[src/rtl/csi_rx_vc_packet_handler.sv]
// -----------------------------------------------------------------------------
// csi_rx_vc_packet_handler
//
// CSI-2 packet layer sitting behind the D-PHY word combiner on the word clock.
// Decodes packet headers, tracks frame/line state for up to four virtual
// channels, forwards video payload words tagged with their VC and drives the
// sync / packet-done handshake back to the aligners and combiner.
//
// Ports:
//   clock          word clock (only clock)
//   reset_n        synchronous active-low reset
//   enable         clock enable; low freezes state and masks pulse outputs
//   data           combined 32-bit word, byte 0 in [7:0]
//   data_enable    data valid this cycle
//   data_frame     combiner is inside a packet (informational only)
//   lp_detect      lane returned to LP state
//   sync_wait      aligners/combiner may accept a new SoT sync
//   packet_done    one-cycle pulse at packet end
//   payload*       video payload word with valid / keep / last / frame / VC
//   vsync          per-VC frame-start pulse
//   in_frame       per-VC frame flag (FS sets, FE clears)
//   in_line        per-VC flag while its video long packet is in progress
//   len_error      one-cycle pulse on timeout or early-LP abort
// -----------------------------------------------------------------------------
module csi_rx_vc_packet_handler #(
  parameter int         NUM_VC   = 1,
  parameter logic [5:0] FS_DT    = 6'h00,
  parameter logic [5:0] FE_DT    = 6'h01,
  parameter logic [5:0] VIDEO_DT = 6'h2A,
  parameter int         MAX_LEN  = 8192
) (
  input  logic              clock,
  input  logic              reset_n,
  input  logic              enable,
  input  logic [31:0]       data,
  input  logic              data_enable,
  input  logic              data_frame,
  input  logic              lp_detect,
  output logic              sync_wait,
  output logic              packet_done,
  output logic [31:0]       payload,
  output logic              payload_enable,
  output logic [3:0]        payload_keep,
  output logic              payload_last,
  output logic              payload_frame,
  output logic [1:0]        payload_vc,
  output logic [NUM_VC-1:0] vsync,
  output logic [NUM_VC-1:0] in_frame,
  output logic [NUM_VC-1:0] in_line,
  output logic              len_error
);

  localparam logic [31:0] MAX_LEN_U = 32'(MAX_LEN);

  typedef enum logic [1:0] {
    WAIT_SYNC = 2'd0,
    VIDEO     = 2'd1,
    SKIP      = 2'd2,
    DONE      = 2'd3
  } state_t;

  // One-hot mask of a VC; all zero for VCs that are not tracked (foreign).
  function automatic logic [NUM_VC-1:0] vc_onehot(input logic [1:0] vc);
    logic [NUM_VC-1:0] mask;
    mask = '0;
    for (int i = 0; i < NUM_VC; i++) begin
      mask[i] = (vc == 2'(i));
    end
    return mask;
  endfunction

  // Byte-valid mask for the final word given the bytes still owed.
  function automatic logic [3:0] tail_keep(input logic [15:0] rem);
    logic [3:0] keep;
    case (rem)
      16'd1:   keep = 4'h1;
      16'd2:   keep = 4'h3;
      16'd3:   keep = 4'h7;
      default: keep = 4'hF;
    endcase
    return keep;
  endfunction

  state_t            state_r;
  logic [15:0]       remaining_r;
  logic [15:0]       cnt_r;
  logic [1:0]        vc_r;
  logic              sync_wait_r;
  logic              packet_done_r;
  logic [31:0]       payload_r;
  logic              payload_enable_r;
  logic [3:0]        payload_keep_r;
  logic              payload_last_r;
  logic              payload_frame_r;
  logic [1:0]        payload_vc_r;
  logic [NUM_VC-1:0] vsync_r;
  logic [NUM_VC-1:0] in_frame_r;
  logic [NUM_VC-1:0] in_line_r;
  logic              len_error_r;

  logic [1:0]        hdr_vc_s;
  logic [5:0]        hdr_dt_s;
  logic [15:0]       hdr_wc_s;
  logic [NUM_VC-1:0] vc_mask_s;
  logic              is_tail_s;
  logic              last_word_s;
  logic [16:0]       cnt_inc_s;
  logic              timeout_s;
  logic              abort_s;
  logic [15:0]       rem_next_s;
  logic [15:0]       cnt_sat_s;

  // The combiner's frame flag and the header ECC byte carry nothing we act on.
  logic unused_s;
  assign unused_s = &{1'b0, data_frame, data[31:24]};

  // Header decode, word accounting and abort conditions.
  always_comb begin
    hdr_vc_s    = data[7:6];
    hdr_dt_s    = data[5:0];
    hdr_wc_s    = data[23:8];
    vc_mask_s   = vc_onehot(hdr_vc_s);
    is_tail_s   = (remaining_r <= 16'd4);
    last_word_s = data_enable && is_tail_s;
    cnt_inc_s   = {1'b0, cnt_r} + 17'd1;
    // Timeout fires at the end of the MAX_LEN-th cycle spent in the packet body.
    timeout_s   = ({15'd0, cnt_inc_s} >= MAX_LEN_U);
    // A last word arriving in the same cycle completes the packet normally.
    abort_s     = !last_word_s && (timeout_s || lp_detect);
    if (is_tail_s) begin
      rem_next_s = 16'd0;
    end else begin
      rem_next_s = remaining_r - 16'd4;
    end
    if (cnt_r == 16'hFFFF) begin
      cnt_sat_s = cnt_r;
    end else begin
      cnt_sat_s = cnt_inc_s[15:0];
    end
  end

  // Packet FSM with all outputs registered alongside the state.
  always_ff @(posedge clock) begin
    if (!reset_n) begin
      state_r          <= WAIT_SYNC;
      remaining_r      <= 16'd0;
      cnt_r            <= 16'd0;
      vc_r             <= 2'd0;
      sync_wait_r      <= 1'b1;
      packet_done_r    <= 1'b0;
      payload_r        <= 32'd0;
      payload_enable_r <= 1'b0;
      payload_keep_r   <= 4'h0;
      payload_last_r   <= 1'b0;
      payload_frame_r  <= 1'b0;
      payload_vc_r     <= 2'd0;
      vsync_r          <= '0;
      in_frame_r       <= '0;
      in_line_r        <= '0;
      len_error_r      <= 1'b0;
    end else if (enable) begin
      vsync_r          <= '0;
      packet_done_r    <= 1'b0;
      len_error_r      <= 1'b0;
      payload_enable_r <= 1'b0;
      payload_last_r   <= 1'b0;
      case (state_r)
        WAIT_SYNC: begin
          if (data_enable) begin
            sync_wait_r <= 1'b0;
            if (hdr_dt_s < 6'h10) begin
              if (hdr_dt_s == FS_DT) begin
                in_frame_r <= in_frame_r | vc_mask_s;
                vsync_r    <= vc_mask_s;
              end else if (hdr_dt_s == FE_DT) begin
                in_frame_r <= in_frame_r & ~vc_mask_s;
              end
              state_r       <= DONE;
              packet_done_r <= 1'b1;
            end else begin
              remaining_r <= hdr_wc_s;
              cnt_r       <= 16'd0;
              if ((hdr_dt_s == VIDEO_DT) && (vc_mask_s != '0)) begin
                vc_r      <= hdr_vc_s;
                in_line_r <= vc_mask_s;
                if (hdr_wc_s == 16'd0) begin
                  state_r       <= DONE;
                  packet_done_r <= 1'b1;
                end else begin
                  state_r         <= VIDEO;
                  payload_frame_r <= 1'b1;
                end
              end else if (hdr_wc_s == 16'd0) begin
                state_r       <= DONE;
                packet_done_r <= 1'b1;
              end else begin
                state_r <= SKIP;
              end
            end
          end
        end
        VIDEO, SKIP: begin
          cnt_r <= cnt_sat_s;
          if (abort_s) begin
            len_error_r     <= 1'b1;
            packet_done_r   <= 1'b1;
            payload_frame_r <= 1'b0;
            state_r         <= DONE;
          end else if (data_enable) begin
            if (state_r == VIDEO) begin
              payload_r        <= data;
              payload_enable_r <= 1'b1;
              payload_keep_r   <= tail_keep(remaining_r);
              payload_last_r   <= is_tail_s;
              payload_vc_r     <= vc_r;
            end
            remaining_r <= rem_next_s;
            if (is_tail_s) begin
              packet_done_r   <= 1'b1;
              payload_frame_r <= 1'b0;
              state_r         <= DONE;
            end
          end
        end
        DONE: begin
          in_line_r   <= '0;
          sync_wait_r <= 1'b1;
          state_r     <= WAIT_SYNC;
        end
        default: begin
          sync_wait_r <= 1'b1;
          state_r     <= WAIT_SYNC;
        end
      endcase
    end
  end

  // Level outputs straight from their registers; pulses are masked while frozen.
  assign sync_wait      = sync_wait_r;
  assign payload        = payload_r;
  assign payload_keep   = payload_keep_r;
  assign payload_frame  = payload_frame_r;
  assign payload_vc     = payload_vc_r;
  assign in_frame       = in_frame_r;
  assign in_line        = in_line_r;
  assign packet_done    = packet_done_r & enable;
  assign payload_enable = payload_enable_r & enable;
  assign payload_last   = payload_last_r & enable;
  assign len_error      = len_error_r & enable;
  assign vsync          = vsync_r & {NUM_VC{enable}};

endmodule
[config.mk]
export PLATFORM = sky130hd
export DESIGN_NAME = csi_rx_vc_packet_handler
export DESIGN_NICKNAME = d
export VERILOG_FILES = /design/src/rtl/csi_rx_vc_packet_handler.sv
export SDC_FILE = /design/constraint.sdc
export NUM_CORES = 1
export LEC_CHECK = 0
export CAP_MARGIN = 10
export CORE_UTILIZATION = 39
export CTS_BUF_LIST = sky130_fd_sc_hd__clkbuf_2
export DETAILED_ROUTE_END_ITERATION = 7
export MAX_ROUTING_LAYER = met4
export PLACE_DENSITY_LB_ADDON = 0.12
export SKIP_CTS_REPAIR_TIMING = 1
export SLEW_MARGIN = 20
export SYNTH_ARGS = -nofsm -noshare
export SYNTH_HDL_FRONTEND = slang
export SYNTH_SLANG_ARGS = --single-unit
[constraint.sdc]
create_clock -name clock -period 2.8 [get_ports clock]
set_input_delay 0.56 -clock clock [delete_from_list [all_inputs] [get_ports clock]]
set_output_delay 0.56 -clock clock [all_outputs]
set_load 0.01 [all_outputs]
== Yosys cells after proc, flatten, opt, wreduce, memory -nomap -nowiden ==
Cells that the tools add are included.

* Register bits after elaboration: 83
* Input port bits: 38
* Output and inout bits: 47

* Add/subtract/negate cells: 2
* Magnitude comparators: 3
* Equality and inequality tests: 18
* Mux-type cells: 57
* Bitwise logic cells: 10
* Reduce and logical (&&, ||, !) cells: 22

{| class="wikitable"
|+ Operators with widths
! kind !! number
|-
| 16-bit 2-to-1 mux || 8
|-
| 16-bit one-hot mux with 2 select lines || 2
|-
| 1-bit 2-to-1 mux || 34
|-
| 16-bit by 2-bit == test with 1-bit output, second input constant || 2
|-
| 5-bit AND reduction || 5
|-
| 16-bit by 1-bit adder with 17-bit output, second input constant || 1
|-
| 17-bit by 14-bit greater-or-equal comparator with 1-bit output, second input constant || 1
|-
| 16-bit by 1-bit == test with 1-bit output, second input constant || 1
|-
| 16-bit == test, second input constant || 1
|-
| 16-bit by 3-bit less-or-equal comparator with 1-bit output, second input constant || 1
|-
| 16-bit logical NOT || 1
|-
| 16-bit by 3-bit subtractor with 16-bit output, second input constant || 1
|-
| 2-bit 2-to-1 mux || 7
|-
| 2-bit inequality test, second input constant || 7
|-
| 4-bit one-hot mux with 3 select lines || 1
|-
| 1-bit one-hot mux with 2 select lines || 4
|-
| 8-bit AND reduction || 1
|-
| 1-bit AND || 6
|-
| 6-bit by 1-bit == test with 1-bit output, second input constant || 1
|-
| 6-bit == test, second input constant || 1
|-
| 6-bit logical NOT || 1
|-
| 6-bit by 5-bit < comparator with 1-bit output, second input constant || 1
|-
| 3-bit inequality test, second input constant || 2
|-
| 2-bit one-hot mux with 3 select lines || 1
|-
| other kinds (13) || 21
|}

== Longest topological paths before layout ==
Gate-level depths: netlist of the first run.

* Depth after elaboration: 6
* Gate-level depth with buffers: 10
* Mapped depth without buffers: 8

== Worst setup path after synthesis of the first run ==
OpenSTA, ideal clock, no wires.

* Path kind: register to register
* Start: reg cnt_r[4]
* End: reg payload_r[10], in the netlist payload[10]
* Library setup time: 0.072 ns
* Data arrival time: 2.296 ns
* Path slack: 0.432 ns
* Cell stages (with the launch flop): 10
* Cell sequence: dfxtp_1 > nand4_4 > nor4_4 > nand4_2 > a2111o_1 > buf_6 > a21oi_4 > buf_8 > buf_12 > mux2i_1

* Longest elaborated chain between the ends: 6

{| class="wikitable"
|+ Ends and longest elaborated chain
! what !! RTL line !! RTL
|-
| start: declaration || 86 || <nowiki>logic [15:0] cnt_r;</nowiki>
|-
| start signal: assignment || 203 || <nowiki>cnt_r <= cnt_sat_s;</nowiki>
|-
| 16-bit by 1-bit adder with 17-bit output || 125 || <nowiki>cnt_inc_s = {1'b0, cnt_r} + 17'd1;</nowiki>
|-
| 17-bit by 14-bit greater-or-equal comparator with 1-bit output || 127 || <nowiki>timeout_s = ({15'd0, cnt_inc_s} >= MAX_LEN_U);</nowiki>
|-
| 1-bit logical OR || 129 || <nowiki>abort_s = !last_word_s && (timeout_s || lp_detect);</nowiki>
|-
| 1-bit logical AND || 129 ||
|-
| 1-bit NOT (no line) || n/a ||
|-
| 5-bit AND reduction (no line) || n/a ||
|-
| end signal: assignment || 211 || <nowiki>payload_r <= data;</nowiki>
|-
| end: declaration || 90 || <nowiki>logic [31:0] payload_r;</nowiki>
|}

Every way passes these cells.
A chain may end at the register's enable or synchronous reset.

== Worst setup path after layout of the first run ==
* Start: reg cnt_r[6]
* End: reg payload_r[1], in the netlist payload[1]

The elaborated chain is that of the path after synthesis.

==> flow_summary.yaml, run 1 <==
placement:
  dp_hpwl_mm: 8.28
  dpl_worst_slack_ns: 0.151
  io_buffers: 83
  place_area_mm2: 0.00541
  gp_congestion: 0.873
grt:
  grt_pass1_vias: 3865
  antenna_found_initial: 0
  grt_use_total_pct: 21.7
  grt_pass1_wl_mm: 19.1
  grt_max_degree: 55
  overflow: 0
finish:
  drive_gt1_share_pct: 9.48
  stdcell_area_mm2: 0.00554
  fillers: 1076
  area_growth_pct: 27.5
  finish.utilization_pct: 51.1
  final_common_cell: "nand2_1"
  mostFrequentLayoutCells: "96 x nand2_1, 82 x dfxtp_1, 82 x clkdlybuf4s50_1, 48 x nor2_1, 40 x mux2i_1"
  n_antenna_cell: 0
  nets: 652
yosys:
  yosysWarningCount: 0
  syn_area_per_cell_um2: 8.46
  synth_edf_count: 0
  yosys-top-cells-area: "dfxtp_1 38%, mux2i_1 9.2%, nand2_1 8.3%, nor2_1 4.1%, a21oi_1 3.7%"
  async_flop_share_pct: 0
  synth.largest_area_cell: "dfxtp_1"
  synth_top_area_share_pct: 38.3
  synthFlopType: "dfxtp_1"
  syn-num-nets: 558
  ys_ff_latch: 83
  synth_area_mm2: 0.00434
  synthDistinctLibCells: 61
  yosysSeqAreaShare_pct: 38.3
  synthCells: 513
clocking:
  tritoncts: "built"
  htree_levels: 3
  path_clk_slew_ns: 0.26
  clk_latency_ns: 0.56
  cts.sinks: 83
  root_buffer: "clkbuf_2"
  clk_path_buf_depth: 2
  cts_buffers: 9
drt:
  drt_pass1_iterations: 5
  drt-total-wl_mm: 11.4
  wl_per_cell_um: 15.2
  drt_iter0_drc: 206
  drc: 0
  ant_nets: 0
  viasPerCell: 5.29
  vias: 3977
power_and_ir_drop:
  power_density_mw_per_mm2: 475
  peakVddDrop_mv: 0.208
  total_leakage_power_nw: 2.04
floorplanning:
  ios: 85
  fp.coreArea_mm2: 0.0108
  die_h_um: 108
  initial_core_util_pct: 40.1
  rows: 38
  die_w_um: 108
  die-area_mm2: 0.0116
setup_path:
  arrival_ns: 3.12
  end_kind: "flop"
  cp-start-kind: "flop"
  required_ns: 3.31
  cp_max_fo: 20
  crit_type: "reg2reg"
timing:
  setup_tns_ns: 0
  relSlewSlack_pct: 45.5
  setup_slack_ns: 0.197
  hold_viol_final: 0
  rsz0062_at_grt: "false"
  drv_slew: 0
  period_minus_slack_ns: 2.60
  min_period_over_period_pct: 93.0
  setup_viol: 0
  skew_ns: 0.0260
  max_slew.worst_pin.slew_ns: 0.817
  fmax_mhz: 384
flow_run:
  maxCapViolCount: 0
min_path:
  hold_class: "in2reg"
status:
  status: "completed"
## through the flow
stage / hold slack (ns) / power, mW / cells
floorplan: 0.428 / 1.71 / 513
global placement: 0.437 / 1.94 / 736
detailed placement: 0.444 / 1.95 / 736
CTS: 0.288 / 2.64 / 752
global route: 0.299 / 2.78 / 752
finish: 0.318 / 2.63 / 752
## final timing paths
kind,to,from,cells after the start,slack (ns)
worst max-delay path,payload[1],cnt_r[6],7,0.20
worst min-delay path,cnt_r[6],reset_n,3,0.32
worst max register to register,payload[1],cnt_r[6],7,0.20
worst min register to register,payload_vc[0],vc_r[0],2,0.47
## layer usage
layer / vias to the layer above / global-route usage (%) / wire length [µm]
met5: - / - / 0
met4: 0 / 7.93 / 214
met3: 19 / 2.72 / 489
met2: 96 / 34.0 / 5380
met1: 1853 / 28.5 / 5330
li1: 2009 / - / -
## power breakdown
group          switching [mW]  internal (mW)  total, mW
clock                   0.468          0.224      0.692
combinational           0.390          0.272      0.662
sequential             0.0482           1.23       1.27
## cell usage after synthesis (4+ instances only)
cell       n
a21oi_1   32
xor2_1    16
xnor2_1    4
a211oi_1   5
o21ai_0    9
and3_1     4
nor2_1    48
nand4_1   16
nor4_1     9
ha_1       7
nor3_1    10
nand3_1   12
dfxtp_1   83
o32ai_1    6
mux2i_1   40
clkbuf_1  22
nand2_1   96
or3_1      5
and2_1     9
inv_1     10
nor2b_1    4
## flip-flops by register name, summed over array words and instances (netlist names), named ones only
signal            cells
state_r               2
packet_done_r         1
sync_wait             1
cnt_r                16
vsync_r               1
remaining_r          16
vc_r                  2
payload_keep          4
len_error_r           1
payload              32
payload_vc            2
payload_last_r        1
payload_frame         1
payload_enable_r      1
in_line               1
## kinds of logic after synthesis
kind of cell | after synthesis | synth area share, %
buffers and inverters | 40 | 5.07
DFF | 83 | 38.3
and+or+nand+nor | 230 | 25.9
adders and majority gates | 7 | 2.02
xor gates and xnor gates | 20 | 4.03
muxes | 40 | 9.22
AOI/OAI and AO/OA | 93 | 15.5
## cell type report
class,instances,area [µm²],share of cell area [%]
Timing Repair Buffer,112,1070,19.3
Tap cell,140,175,3.16
Clock buffer,9,45.0,0.814
Clock inverter,7,81.3,1.47
Multi-Input combinational cell,390,2460,44.5
Sequential cell,83,1660,30.0
Inverter,11,41.3,0.746
## critical path: stages (launching register included)
cell and delay [ns]:
dfxtp_1 0.47, nand4_4 0.18, nor4_4 0.40, nand4_2 0.22, a2111o_2 0.63, a21oi_4 0.23
buf_12 0.22, mux2i_1 0.22
Note: power is estimated with default switching activity, not from simulation.
==> run 2: changes to the inputs <==
--- a/config.mk
+++ b/config.mk
@@ -7,7 +7,6 @@
 export LEC_CHECK = 0
 export CAP_MARGIN = 10
 export CORE_UTILIZATION = 39
-export CTS_BUF_LIST = sky130_fd_sc_hd__clkbuf_2
 export DETAILED_ROUTE_END_ITERATION = 7
 export MAX_ROUTING_LAYER = met4
 export PLACE_DENSITY_LB_ADDON = 0.12
==> flow_summary.yaml, run 2 (synthesis gave the netlist of run 1 again) <==
status:
  status: "completed"
placement:
  dp_hpwl_mm: 8.28
  dp.cells: 736
  gp_congestion: 0.873
  place_area_mm2: 0.00541
  io_buffers: 83
  dpl_worst_slack_ns: 0.151
drt:
  viasPerCell: 5.29
  drt_pass1_iterations: 5
  vias: 3981
  ant_nets: 0
  drt-total-wl_mm: 11.4
  wl_per_cell_um: 15.2
  drc: 0
  drt_iter0_drc: 184
timing:
  setup_viol: 0
  relSlewSlack_pct: 45.9
  setup_slack_ns: 0.216
  max_slew.worst_pin.slew_ns: 0.810
  period_minus_slack_ns: 2.58
  setup_tns_ns: 0
  min_period_over_period_pct: 92.3
  hold_viol_final: 0
  whs_ns: 0.458
  rsz0062_at_grt: "false"
  skew_ns: 0.0110
  drv_slew: 0
  fmax_mhz: 387
setup_path:
  r2r_slack_ns: 0.22
  reg2reg_from: "cnt_r[3]"
  rr_worst_depth: 7
  arrival_ns: 2.88
  required_ns: 3.09
  cp-start-kind: "flop"
  cp_max_fo: 20
  crit_type: "reg2reg"
  r2r_end: "payload[1]"
  end_kind: "flop"
clocking:
  path_clk_slew_ns: 0.09
  clk_path_buf_depth: 2
  tritoncts: "built"
  root_buffer: "clkbuf_8"
  cts.sinks: 83
  cts_buffers: 9
  htree_levels: 3
  clk_latency_ns: 0.36
finish:
  final_common_cell: "nand2_1"
  n_antenna_cell: 0
  stdcell_area_mm2: 0.00561
  fillers: 1070
  nets: 652
  area_growth_pct: 29.3
  instances_no_fill: 752
  finish.utilization_pct: 51.8
  largest_reg_flops: 32
  drive_gt1_share_pct: 9.31
  mostFrequentLayoutCells: "96 x nand2_1, 83 x dfxtp_1, 82 x clkdlybuf4s50_1, 48 x nor2_1, 40 x mux2i_1"
floorplanning:
  initial_core_util_pct: 40.1
  die-area_mm2: 0.0116
  die_h_um: 108
  rows: 38
  ios: 85
  die_w_um: 108
  fp.coreArea_mm2: 0.0108
min_path:
  worstHoldPathCells: 2
  hold_class: "reg2reg"
  min_from: "payload[8]"
  hold_path_end: "payload[8]"
grt:
  antenna_found_initial: 0
  grt_use_total_pct: 21.7
  grt_max_degree: 55
  grt_pass1_vias: 3857
  grt_pass1_wl_mm: 19.2
  overflow: 0
flow_run:
  maxCapViolCount: 0
power_and_ir_drop:
  power_density_mw_per_mm2: 507
  finalPower_mw: 2.85
  peakVddDrop_mv: 0.286
  total_leakage_power_nw: 2.06
-- run 2: cell counts in the layout (fill, tap and decap cells not counted) --
No cell type changed its count.
-- run 2: metal layers --
layer	track usage [%]	wire length (µm)	vias up
met5	-	0	-
met4	7.63	186	0
met3	2.72	470	16
met2	34.6	5430	104
met1	28.3	5350	1854
li1	-	-	2007
-- run 2: report_power, final --
part | leakage (nW) | internal (mW) | switching [mW]
clock | 0.107 | 0.428 | 0.486
combinational | 1.28 | 0.272 | 0.391
sequential | 0.672 | 1.22 | 0.0481
-- run 2: worst max path at each step --
stage / from / end / slack (ns) / cells past startpoint
floorplan: cnt_r[4] / payload[10] / 0.43 / 9
global placement: data_enable / remaining_r[6] / 0.21 / 8
detailed placement: data_enable / remaining_r[6] / 0.15 / 8
CTS: cnt_r[3] / payload[29] / 0.15 / 7
global route: cnt_r[3] / payload[27] / 0.05 / 7
finish: cnt_r[3] / payload[1] / 0.22 / 7
-- run 2: cell type report --
class / instances / area (µm²) / share of cell area [%]
clock buffer: 9 / 124 / 2.21
multi-input combinational: 390 / 2460 / 43.8
timing repair buffer: 112 / 1070 / 19.0
clock inverter: 7 / 81.3 / 1.45
tap: 140 / 175 / 3.12
sequential: 83 / 1660 / 29.6
inverter: 11 / 41.3 / 0.736
-- run 2: critical path, cell delays in order (launching register included) --
cell and delay (ns):
dfxtp_1 0.46, nand4_4 0.18, nor4_4 0.40, nand4_2 0.22, a2111o_2 0.58, a21oi_4 0.23, buf_12 0.22, mux2i_1 0.22
==> run 3: changes to the inputs <==
--- a/config.mk
+++ b/config.mk
@@ -8,6 +8,7 @@
 export CAP_MARGIN = 10
 export CORE_UTILIZATION = 39
 export DETAILED_ROUTE_END_ITERATION = 7
+export DONT_BUFFER_PORTS = 1
 export MAX_ROUTING_LAYER = met4
 export PLACE_DENSITY_LB_ADDON = 0.12
 export SKIP_CTS_REPAIR_TIMING = 1
==> flow_summary.yaml, run 3 (synthesis gave the netlist of run 1 again) <==
status:
  status: "completed"
clocking:
  clk_latency_ns: 0.38
  root_buffer: "clkbuf_8"
  tritoncts: "built"
  cts.sinks: 83
  clk_path_buf_depth: 2
  path_clk_slew_ns: 0.09
  htree_levels: 3
  cts_buffers: 9
timing:
  drv_slew: 0
  period_minus_slack_ns: 2.66
  setup_tns_ns: 0
  relSlewSlack_pct: 44.3
  hold_viol_final: 0
  skew_ns: 0.0132
  setup_viol: 0
  whs_ns: 0.316
  min_period_over_period_pct: 94.9
  max_slew.worst_pin.slew_ns: 0.834
  fmax_mhz: 377
  rsz0062_at_grt: "false"
drt:
  ant_nets: 0
  drc: 0
  vias: 3649
  drt-total-wl_mm: 11.1
  viasPerCell: 5.55
  wl_per_cell_um: 16.9
  drt_pass1_iterations: 5
  drt_iter0_drc: 216
min_path:
  hold_class: "in2reg"
setup_path:
  cp_max_fo: 8
  end_kind: "flop"
  slowest_delay_ns: 0.72
  arrival_ns: 2.94
  required_ns: 3.09
  crit_chain: "inv_1 -> ha_1 -> nor2b_1 -> o22ai_1 -> nand3b_1 -> a2111oi_4 -> nor2_1 -> o32ai_1"
  crit_slowest_cell: "a2111oi_4"
  crit_type: "reg2reg"
  cp-start-kind: "flop"
finish:
  mostFrequentLayoutCells: "96 x nand2_1, 83 x dfxtp_1, 48 x nor2_1, 40 x mux2i_1, 32 x a21oi_1"
  stdcell_area_mm2: 0.00468
  fillers: 1081
  drive_gt1_share_pct: 7.93
  multiInputGateArea_mm2: 0.00246
  n_antenna_cell: 0
  area_growth_pct: 7.84
  largest_reg_flops: 32
  final-seq-area_mm2: 0.00166
  nets: 558
  final_common_cell: "nand2_1"
floorplanning:
  die_h_um: 108
  initial_core_util_pct: 40.1
  rows: 38
  ios: 85
  die-area_mm2: 0.0116
  die_w_um: 108
  fp.coreArea_mm2: 0.0108
grt:
  grt_busiest_layer: "met2"
  antenna_found_initial: 0
  grt_pass1_wl_mm: 18.3
  overflow: 0
  grt_pass1_vias: 3535
  grt_max_degree: 96
  grt_use_met2_pct: 31.5
  grtUsageMet1_pct: 26.8
  grt_use_total_pct: 21.2
  met3_usage_pct: 5.75
placement:
  gp_congestion: 0.832
  dp_hpwl_mm: 7.70
  place_area_mm2: 0.00448
  io_buffers: 0
power_and_ir_drop:
  power_density_mw_per_mm2: 573
  peakVddDrop_mv: 0.238
  total_leakage_power_nw: 1.68
flow_run:
  maxCapViolCount: 0
-- run 3: cell type report --
type / instances / area share [%]
timing repair buffer: 18 / 3.42
clock buffer: 11 / 2.81
inverter: 11 / 0.882
tap: 140 / 3.74
sequential: 83 / 35.5
multi-input combinational: 390 / 52.5
clock inverter: 4 / 1.12
-- run 3: path summary, 6_finish.rpt --
| kind | endpoint | cells past startpoint | startpoint | slack, ns |
|---|---|---|---|---|
| worst max register to register | remaining_r[10] | 8 | state_r[0] | 0.14 |
| worst min register to register | vc_r[1] | 1 | vc_r[1] | 0.45 |
| worst min-delay path | payload[20] | 2 | data[20] | 0.32 |
| worst max-delay path | remaining_r[10] | 8 | state_r[0] | 0.14 |
-- run 3: metal layers --
layer  wire length (µm)  vias to the layer above
li1                   -                     1825
met1               5150                     1712
met2               4980                       98
met3                785                       14
met4                193                        0
met5                  0                        -
-- run 3: worst max-delay path, delay by kind of cell, from the launching register on --
kind	cells	cell delay, ns
compound gates	3	1.27
simple gates	3	0.53
flops	1	0.38
fa+ha+maj	1	0.31
buf+inv	1	0.08
-- run 3: stage by stage --
stage	util (%)	power (mW)	instances	worst slack [ns]
2_1_floorplan	-	1.71	513	0.432
3_3_place_gp	41.3	1.83	641	0.233
3_5_place_dp	41.3	1.83	641	0.205
4_1_cts	43.0	2.70	656	0.195
5_1_grt	43.2	2.82	657	0.0270
6_report	43.2	2.68	657	0.144
-- run 3: power breakdown --
| part | internal [mW] | switching, mW | leakage, nW |
|---|---|---|---|
| logic | 0.211 | 0.340 | 0.930 |
| clock network | 0.408 | 0.452 | 0.0816 |
| registers | 1.22 | 0.0510 | 0.672 |
